--- config.mk ---
export PLATFORM = sky130hd
export DESIGN_NAME = prefetch_unit
export DESIGN_NICKNAME = d
export VERILOG_FILES = /design/src/rtl/prefetch_unit_pkg.sv /design/src/rtl/prefetch_unit_inst_fifo.sv /design/src/rtl/prefetch_unit.sv
export SDC_FILE = /design/constraint.sdc
export NUM_CORES = 1
export LEC_CHECK = 0
export CAP_MARGIN = 10
export CORE_MARGIN = 2
export CORE_UTILIZATION = 59
export DETAILED_ROUTE_END_ITERATION = 8
export PLACE_DENSITY = 0.89
export SYNTH_ARGS = -nofsm -noshare
export SYNTH_HDL_FRONTEND = slang
export SYNTH_SLANG_ARGS = --single-unit
--- constraint.sdc ---
create_clock -name clk -period 6.8 [get_ports clk]
set_input_delay 0.68 -clock clk [delete_from_list [all_inputs] [get_ports clk]]
set_output_delay 0.68 -clock clk [all_outputs]
set_load 0.02 [all_outputs]
--- src/rtl/prefetch_unit_pkg.sv ---
// Shared definitions for the prefetch unit: widths, reset PC, fetch FSM states.
package prefetch_unit_pkg;

  localparam int unsigned PF_XLEN     = 32;
  localparam logic [31:0] PF_RESET_PC = 32'h0000_0000;
  localparam logic [31:0] PF_NOP      = 32'h0000_0013;

  typedef enum logic [1:0] {
    IDLE,
    REQ,
    WAIT,
    DROP
  } fetch_state_t;

endpackage

--- src/rtl/prefetch_unit_inst_fifo.sv ---
// Synchronous instruction queue with flush; head is read straight from storage.
module inst_fifo #(
  parameter int unsigned WIDTH = 64,
  parameter int unsigned DEPTH = 4
) (
  input  logic                     clk,
  input  logic                     rst,
  input  logic                     i_push,
  input  logic [WIDTH-1:0]         i_data,
  input  logic                     i_pop,
  input  logic                     i_flush,
  output logic [WIDTH-1:0]         o_head,
  output logic [$clog2(DEPTH):0]   o_count
);

  localparam int unsigned AW = $clog2(DEPTH);
  localparam int unsigned CW = AW + 1;

  logic [WIDTH-1:0] r_mem [DEPTH];
  logic [AW-1:0]    r_wptr;
  logic [AW-1:0]    r_rptr;
  logic [CW-1:0]    r_count;
  logic             w_push;
  logic             w_pop;
  logic             w_full;

  assign w_push  = i_push && !i_flush;
  assign w_pop   = i_pop && !i_flush && (r_count != '0);
  assign w_full  = (r_count == CW'(DEPTH));
  assign o_head  = r_mem[r_rptr];
  assign o_count = r_count;

  always_ff @(posedge clk) begin
    if (rst && w_push) r_mem[r_wptr] <= i_data;
  end

  always_ff @(posedge clk) begin
    if (!rst || i_flush) begin
      r_wptr  <= '0;
      r_rptr  <= '0;
      r_count <= '0;
    end else begin
      if (w_push) r_wptr <= r_wptr + AW'(1);
      if (w_pop)  r_rptr <= r_rptr + AW'(1);
      case ({w_push, w_pop})
        2'b10:   r_count <= r_count + CW'(1);
        2'b01:   r_count <= r_count - CW'(1);
        default: r_count <= r_count;
      endcase
    end
  end

  // The fetch FSM reserves a slot before issuing, so a push can never meet a full queue.
  always_ff @(posedge clk) begin
    if (rst && w_push) assert (!w_full || w_pop);
  end

endmodule

--- src/rtl/prefetch_unit.sv ---
// PC generation and prefetch queue: one outstanding req/gnt/rvalid fetch, redirect flushes.
module prefetch_unit
  import prefetch_unit_pkg::*;
#(
  parameter int unsigned     XLEN     = PF_XLEN,
  parameter int unsigned     DEPTH    = 4,
  parameter logic [XLEN-1:0] RESET_PC = XLEN'(PF_RESET_PC)
) (
  input  logic                   clk,
  input  logic                   rst,
  input  logic                   redirect_valid,
  input  logic [XLEN-1:0]        redirect_pc,
  output logic                   imem_req,
  output logic [XLEN-1:0]        imem_addr,
  input  logic                   imem_gnt,
  input  logic                   imem_rvalid,
  input  logic [31:0]            imem_rdata,
  output logic                   inst_valid,
  output logic [31:0]            inst,
  output logic [XLEN-1:0]        inst_pc,
  input  logic                   inst_ready,
  output logic [$clog2(DEPTH):0] q_count
);

  localparam int unsigned CW = $clog2(DEPTH) + 1;

  fetch_state_t    r_state;
  logic            r_req;
  logic [XLEN-1:0] r_fetch_pc;
  logic [XLEN-1:0] r_req_pc;

  logic [XLEN-1:0]    w_redir_pc;
  logic               w_push;
  logic               w_pop;
  logic               w_room;
  logic               w_room_after;
  logic [XLEN+31:0]   w_head;

  assign w_redir_pc   = redirect_pc & ~(XLEN'(3));
  assign w_push       = (r_state == WAIT) && imem_rvalid && !redirect_valid;
  assign w_pop        = inst_valid && inst_ready && !redirect_valid;
  assign w_room       = (q_count < CW'(DEPTH));
  assign w_room_after = (q_count < CW'(DEPTH - 1)) || w_pop;

  assign imem_req      = r_req;
  assign imem_addr     = r_fetch_pc;
  assign inst_valid    = (q_count != '0);
  assign {inst_pc, inst} = w_head;

  inst_fifo #(
    .WIDTH (XLEN + 32),
    .DEPTH (DEPTH)
  ) u_fifo (
    .clk     (clk),
    .rst     (rst),
    .i_push  (w_push),
    .i_data  ({r_req_pc, imem_rdata}),
    .i_pop   (w_pop),
    .i_flush (redirect_valid),
    .o_head  (w_head),
    .o_count (q_count)
  );

  always_ff @(posedge clk) begin
    if (!rst) begin
      r_state    <= IDLE;
      r_req      <= 1'b0;
      r_fetch_pc <= RESET_PC;
      r_req_pc   <= RESET_PC;
    end else if (redirect_valid) begin
      r_fetch_pc <= w_redir_pc;
      // With nothing in flight the flushed queue has room, so request the new PC next cycle.
      unique case (r_state)
        IDLE: begin r_state <= REQ; r_req <= 1'b1; end
        REQ:  begin
          r_state <= imem_gnt ? DROP : REQ;
          r_req   <= !imem_gnt;
        end
        WAIT: begin r_state <= imem_rvalid ? IDLE : DROP; r_req <= 1'b0; end
        DROP: begin r_state <= imem_rvalid ? IDLE : DROP; r_req <= 1'b0; end
      endcase
    end else begin
      unique case (r_state)
        IDLE: if (w_room) begin r_state <= REQ; r_req <= 1'b1; end
        REQ: if (imem_gnt) begin
          r_req_pc   <= r_fetch_pc;
          r_fetch_pc <= r_fetch_pc + XLEN'(4);
          r_state    <= WAIT;
          r_req      <= 1'b0;
        end
        WAIT: if (imem_rvalid) begin
          r_state <= w_room_after ? REQ : IDLE;
          r_req   <= w_room_after;
        end
        DROP: if (imem_rvalid) begin r_state <= IDLE; r_req <= 1'b0; end
      endcase
    end
  end

  always_ff @(posedge clk) begin
    if (rst) assert (!imem_rvalid || (r_state inside {WAIT, DROP}));
  end

endmodule

==> impl_metrics.toml, run 1 <==
[drt]
drt_iter0_drc = 570
post_drt_via_cell_ratio = 6.00
firstDrtPassIters = 5
drc = 0
ant_nets = 0
vias = 7151
wl_mm = 25.1
wl_per_cell_um = 21.1

[logic_synthesis]
seq_area_frac_synth_pct = 72.6
synth_edf_count = 248
synth_flop_cell = "edfxtp_1"
synth-seq-cells = 320
netlist_area_um2 = 12200
netlist.top_cell.by_area = "edfxtp_1"
async_flop_share_pct = 0
synth_area_leaders = "edfxtp_1 (61%), dfxtp_1 (12%), mux4_2 (11%)"
yosysWarnings = 0
avgSynthCellArea_um2 = 16.6
syn_inst = 738
synth_top_cell_area_share_pct = 60.8
ys_types = 46

[layout]
regArea_um2 = 8900
drive_gt1_share_pct = 14.0
nNetsFinal = 974
fillers = 1201
mostFrequentLayoutCells = "edfxtp_1 (248), clkdlybuf4s50_1 (164), nand2_1 (72)"
multi_input_area_um2 = 3140
final_cells = 1192
final_common_cell = "edfxtp_1"
area_growth_pct = 23.4
antenna_cells = 0

[min_path]
holdCritPathClass = "flip-flop to flip-flop"

[clocking]
ctsResizeCount = 0
cts_root_buffer = "clkbuf_16"
hold_buffers = 0
clock-sinks = 320
cts_made_buffers = 31
path_clk_slew_ps = 60
htreeDepth = 1
clkLatencyLatePin_ps = 550
tritoncts = "yes"
postCtsSetupBuffers = 0
cts_buffer_depth = 3

[pwr]
vdd_drop_max_v = 0.000172
p_clk_share_pct = 41.9
pwr_density_cell_nw_per_um2 = 265
internal-power_mw = 3.18
power_switching_mw = 0.816
power.total_mw = 4.00
swShare_pct = 20.4
p_leak_nw = 4.66
seqPwrFrac_pct = 53.8
p_comb_share_pct = 4.3

[timing]
tns_ps = 0
period_needed_ps = 3850
tightest_slew_ps = 1010
slew_violations = 0
relSlewSlack_pct = 32.5
fin_skew_ps = 12.0
rsz0062_at_grt = "false"
max_clock_freq_mhz = 260
finalHoldViolations = 0
setup_viol = 0
finalCritPeriodShare_pct = 56.6

[place]
dpl.hpwl_mm = 14.6
io_buffer_count = 164
gp_congestion = 0.862
place_inst = 1134

[floorplanning]
die_height_um = 148
die_x_um = 148
die_area_um2 = 21900
core-area_um2 = 20300
start_util_pct = 60.3
io_pins = 171
rows = 52

[global_routing]
grt-ovfl-total = 0
grt_pass1_vias = 7177
grt_first_pass_wirelength_mm = 39.0
track_usage_pct = 22.8
antenna_found_initial = 0
grt_max_degree = 66

[worst_setup_path]
crit_path_end_kind = "output pin"
cp.arrival_ps = 3170
worstPathRequired_ps = 6120
path_max_fanout = 42
crit_path_start_kind = "flip-flop"
path_class = "flip-flop to output pin"

[status]
status = "completed"

[job]
maxCapViolations = 0
==> worst max-delay path, cell delays in order (launching register included) <==
cell             delay (ps)
dfxtp_4                 930
buf_4                   510
mux4_2                  540
clkdlybuf4s50_1         620
==> registers in the layout, summed over array words and instances, names as in the netlist, named ones only <==
signal	flops
u_fifo.r_wptr	2
r_req_pc	30
u_fifo.r_rptr	2
imem_req	1
r_state	2
imem_addr	30
u_fifo.r_mem	248
u_fifo.o_count	3
==> kinds of logic after synthesis <==
logic type	after synthesis	share of synthesized area [%]
simple gates	154	6.36
mux	67	11.8
compound gates	114	5.27
other cells	1	0.0306
buf+inv	59	2.01
fa+ha+maj	7	0.777
xor+xnor	16	1.14
flops	320	72.6
==> metal layers <==
layer	vias to the layer above	share of wire [%]	GRT usage [%]
li1	3212	-	-
met1	3550	41	31.7
met2	345	49	37.9
met3	44	8.1	4.42
met4	0	2.1	6.00
met5	-	0	0
==> Yosys cell counts (10+ instances only) <==
cell type,instances
a21oi_1,42
a31oi_1,19
clkbuf_1,32
dfxtp_1,72
edfxtp_1,248
inv_1,12
mux4_2,62
nand2_1,72
nand4_1,11
nor2_1,14
o21ai_0,34
o31ai_1,10
or3_1,11
or4_1,11
xnor2_1,11
==> power groups by stage <==
stage / logic, mW / registers, mW / clock network (mW)
after global placement: 0.168 / 2.19 / 0
after detailed placement: 0.172 / 2.19 / 0
after CTS: 0.174 / 2.15 / 1.69
after global routing: 0.185 / 2.15 / 1.77
final: 0.174 / 2.15 / 1.67
after floorplan: 0.0658 / 2.19 / 0
==> per-stage QoR <==
stage	util, %	hold slack, ps	cell area (µm²)	setup WS [ps]
after global placement	69.4	474	14100	3400
after CTS	74.5	504	15100	2840
after detailed placement	69.4	492	14100	3330
after global routing	74.5	516	15100	2700
after floorplan	-	460	12300	3410
final	74.5	497	15100	2950
==> layout make-up <==
type	instances	share of cell area, %
clock inverter	18	0.960
inverter	13	0.323
tap	270	2.24
clock buffer	40	5.77
sequential	320	58.9
timing repair buffer	169	11.1
multi-input combinational	362	20.7
==> final timing paths <==
kind                                  start                   to  slack (ps)  depth (start not counted)
worst max register to register   r_state[1]  u_fifo.r_mem[0][41]        4240                          3
worst min-delay path            r_req_pc[4]          r_req_pc[4]         500                          2
worst min register to register  r_req_pc[4]          r_req_pc[4]         500                          2
worst max-delay path              flip-flop          inst_pc[14]        2950                          3
Power figures use the tool's default switching activity.
==> inputs of run 2 (changes only) <==
- CORE_UTILIZATION: 59 -> 54
- PLACE_DENSITY: 0.89 -> 0.83
- clock period: 6.8 -> 3.8 ns (I/O delays scaled with it)
==> run 2 against run 1 <==
Global-route usage down 2.5 points. Die area up 9.0%. Power up 73%. Routed wire length down 2.6%. Sequential share of layout area down 0.23 points. Via count down 1.9%. Sequential power up 79%. Combinational power up 79%. Worst setup slack worse by 2300 ps. Final cell count up 1.8%. Core utilization down 6.8 points. Critical path type unchanged. Largest cell class unchanged.
==> impl_metrics.toml, run 2 (synthesis gave the netlist of run 1 again) <==
[pwr]
pwr_density_cell_nw_per_um2 = 457
p_leak_nw = 4.67
vdd_drop_max_v = 0.000297

[status]
status = "completed"

[floorplanning]
die_area_um2 = 23900
rows = 55
die_x_um = 155
start_util_pct = 54.6
core-area_um2 = 22400
die_height_um = 155
io_pins = 171

[drt]
drt_iter0_drc = 589
post_drt_via_cell_ratio = 5.78
vias = 7013
ant_nets = 0
wl_per_cell_um = 20.1
firstDrtPassIters = 5
wl_mm = 24.4
drc = 0

[place]
gp_congestion = 0.844
dpl.hpwl_mm = 15.1
io_buffer_count = 164

[timing]
finalHoldViolations = 0
tightest_slew_ps = 947
slew_violations = 0
tns_ps = 0
finalCritPeriodShare_pct = 84.0
fin_hold_ws_ps = 435
fin_skew_ps = 8.59
setup_viol = 0
max_clock_freq_mhz = 313
period_needed_ps = 3190
rsz0062_at_grt = "false"
relSlewSlack_pct = 36.9

[worst_setup_path]
crit_path_start_kind = "flip-flop"
path_class = "flip-flop to output pin"
path_max_fanout = 26
worstPathRequired_ps = 3420
cp.arrival_ps = 2810
crit_path_end_kind = "output pin"

[global_routing]
grt_max_degree = 65
track_usage_pct = 20.3
grt_pass1_vias = 6963
antenna_found_initial = 0
grt-ovfl-total = 0
grt_first_pass_wirelength_mm = 38.1

[min_path]
holdCritPathClass = "input pin to flip-flop"

[layout]
mostFrequentLayoutCells = "edfxtp_1 (248), clkdlybuf4s50_1 (164), nand2_1 (72)"
drive_gt1_share_pct = 14.1
top_register = "u_fifo.r_mem"
nNetsFinal = 983
antenna_cells = 0
fin_util_pct = 67.6
area_growth_pct = 23.9
fillers = 1508
largest_register_ffs = 248
final_common_cell = "edfxtp_1"

[clocking]
hold_buffers = 0
clkLatencyLatePin_ps = 530
ctsResizeCount = 0
clock-sinks = 320
tritoncts = "yes"
postCtsSetupBuffers = 0
cts_root_buffer = "clkbuf_16"
path_clk_slew_ps = 60
cts_made_buffers = 30
htreeDepth = 1
cts_buffer_depth = 3

[job]
maxCapViolations = 0
==> run 2: where the power goes <==
part | switching [mW] | internal, mW | total, mW
Sequential | 0.0588 | 3.79 | 3.84
Clock | 1.20 | 1.58 | 2.78
Combinational | 0.155 | 0.155 | 0.311
==> run 2: stage by stage <==
stage / total power, mW / std cells / worst slack (ps) / instance area (µm²)
3_5_place_dp: 4.23 / 1159 / 913 / 14300
5_1_grt: 7.15 / 1214 / 461 / 15200
2_1_floorplan: 4.05 / 741 / 711 / 12300
3_3_place_gp: 4.22 / 1159 / 1000 / 14300
6_report: 6.94 / 1214 / 609 / 15200
4_1_cts: 6.99 / 1214 / 534 / 15200
==> run 2: worst paths after layout <==
path | startpoint | slack, ps | to | cells after the start
worst max-delay path | flip-flop | 610 | inst[23] | 3
worst min-delay path | redirect_pc[5] | 440 | imem_addr[5] | 3
worst max register to register | imem_addr[12] | 1390 | imem_addr[28] | 4
worst min register to register | r_req_pc[29] | 500 | r_req_pc[29] | 2
==> run 2: worst max-delay path, cell delays in order, from the launching register on <==
cell and delay (ps):
dfxtp_4 740, buf_4 400, mux4_2 560, clkdlybuf4s50_1 560
==> run 2: final cells by class <==
cell class | instances | area, µm² | share of cell area (%)
Clock inverter | 15 | 101 | 0.668
Timing Repair Buffer | 179 | 1820 | 12.0
Multi-Input combinational cell | 362 | 3140 | 20.7
Clock buffer | 40 | 820 | 5.40
Inverter | 13 | 48.8 | 0.322
Tap cell | 285 | 357 | 2.35
Sequential cell | 320 | 8900 | 58.6
==> run 2: layer usage <==
layer  global-route usage [%]  up-vias  wire length [µm]  share of wire [%]
li1                         -     3236                 -                  -
met1                     29.4     3476             10800                 44
met2                     33.0      273             11800                 48
met3                     3.95       28              1630                6.7
met4                     3.66        0               287                1.2
met5                        0        -                 0                  0
==> inputs of run 3 (changes only) <==
- clock period: 3.8 -> 3.3 ns (I/O delays scaled with it)
==> run 3 against run 2 <==
Design area grew 0.92%. Via count up 0.41%. Count of clock-buffer cells in the layout is 4 higher. Combinational power increased by 16%. Largest power group unchanged.
==> impl_metrics.toml, run 3 (synthesis gave the netlist of run 1 again) <==
[clocking]
ctsResizeCount = 0
clkLatencyLatePin_ps = 540
cts_buffer_depth = 3
hold_buffers = 0
clock-sinks = 320
cts_root_buffer = "clkbuf_16"
tritoncts = "yes"
postCtsSetupBuffers = 0
cts_made_buffers = 31
htreeDepth = 1
path_clk_slew_ps = 60

[timing]
setup_viol = 0
slew_violations = 0
rsz0062_at_grt = "false"
finalCritPeriodShare_pct = 89.3
fin_skew_ps = 12.2
tightest_slew_ps = 680
max_clock_freq_mhz = 339
relSlewSlack_pct = 54.6
tns_ps = 0
fin_ws_ps = 353
period_needed_ps = 2950
finalHoldViolations = 0

[drt]
vias = 7042
wl_mm = 24.6
drc = 0
firstDrtPassIters = 5
wl_per_cell_um = 20.2
post_drt_via_cell_ratio = 5.77
ant_nets = 0
drt_iter0_drc = 436

[global_routing]
grt_pass1_vias = 7098
track_usage_pct = 20.7
grt-ovfl-total = 0
grt_first_pass_wirelength_mm = 38.9
antenna_found_initial = 0
grt_max_degree = 48

[pwr]
vdd_drop_max_v = 0.000343
p_leak_nw = 4.72
pwr_density_cell_nw_per_um2 = 529

[floorplanning]
io_pins = 171
die_x_um = 155
start_util_pct = 54.6
rows = 55
die_height_um = 155
die_area_um2 = 23900
core-area_um2 = 22400

[place]
io_buffer_count = 164
pre_cts_slack_ps = 644
place_inst = 1163
place_area_um2 = 14300
dpl.hpwl_mm = 15.9
gp_congestion = 0.847

[status]
status = "completed"

[min_path]
holdCritPathClass = "input pin to flip-flop"
min_from = "redirect_pc[5]"

[layout]
drive_gt1_share_pct = 14.6
largest_register_ffs = 248
top_register = "u_fifo.r_mem"
final_cells = 1221
fin_area_um2 = 15300
antenna_cells = 0
fillers = 1493
area_growth_pct = 25.1
mostFrequentLayoutCells = "edfxtp_1 (248), clkdlybuf4s50_1 (164), nand2_1 (72)"
nNetsFinal = 988
final_common_cell = "edfxtp_1"

[worst_setup_path]
cp.arrival_ps = 2620
slowest_delay_ps = 640
path_class = "flip-flop to output pin"
crit_path_end_kind = "output pin"
worstPathRequired_ps = 2970
crit_path_start_kind = "flip-flop"
reg2reg_from = "imem_addr[11]"
crit_slowest_cell = "dfxtp_4"
worstPathCellList = "buf_12 -> mux4_2 -> clkdlybuf4s50_1"
path_max_fanout = 23

[job]
maxCapViolations = 0
[run 3: changes by cell type in the layout (fill, tap and decap cells not counted)]
cell        change
clkinv_1        +2
clkbuf_8        +5
clkinv_2        -3
clkinvlp_4      +1
clkbuf_1        -1
buf_12          +4
clkinvlp_2      -1
[run 3: area by class of cell]
cell class | instances | area [µm²] | area share, %
flip-flops and latches | 320 | 8900 | 58.1
multi-input cells | 362 | 3140 | 20.5
repair buffers | 183 | 1900 | 12.4
clock buffers | 44 | 885 | 5.78
well taps | 285 | 357 | 2.33
clock inverters | 14 | 96.3 | 0.629
inverters | 13 | 48.8 | 0.319
[run 3: routing by layer]
layer / wire (µm) / vias up / GRT usage [%]
li1: - / 3243 / -
met2: 12000 / 290 / 34.4
met1: 10400 / 3487 / 28.6
met3: 1870 / 22 / 4.46
met4: 353 / 0 / 4.67
met5: 0 / - / 0
[run 3: stage by stage]
step           total power, mW  utilization [%]  hold WS [ps]
2_1_floorplan             4.66                -           429
3_3_place_gp              4.86             63.9           478
3_5_place_dp              4.87             63.9           490
4_1_cts                   8.17             68.3           367
5_1_grt                   8.35             68.3           387
6_report                  8.10             68.3           384
[run 3: worst max-delay path, delay by kind of cell (launching register included)]
family / cells / cell delay, ps
DFF: 1 / 640
buffers and inverters: 2 / 860
muxes: 1 / 540
[run 3: report_power, final]
group          internal [mW]  switching, mW
combinational          0.180          0.179
sequential              4.36         0.0681
clock                   1.93           1.38
total                   6.47           1.63
[run 3: final timing paths]
kind | end | slack (ps) | depth (start not counted)
worst max-delay path | inst_pc[19] | 350 | 3
worst min-delay path | imem_addr[5] | 380 | 3
worst max register to register | imem_addr[28] | 910 | 4
worst min register to register | r_req_pc[6] | 500 | 2
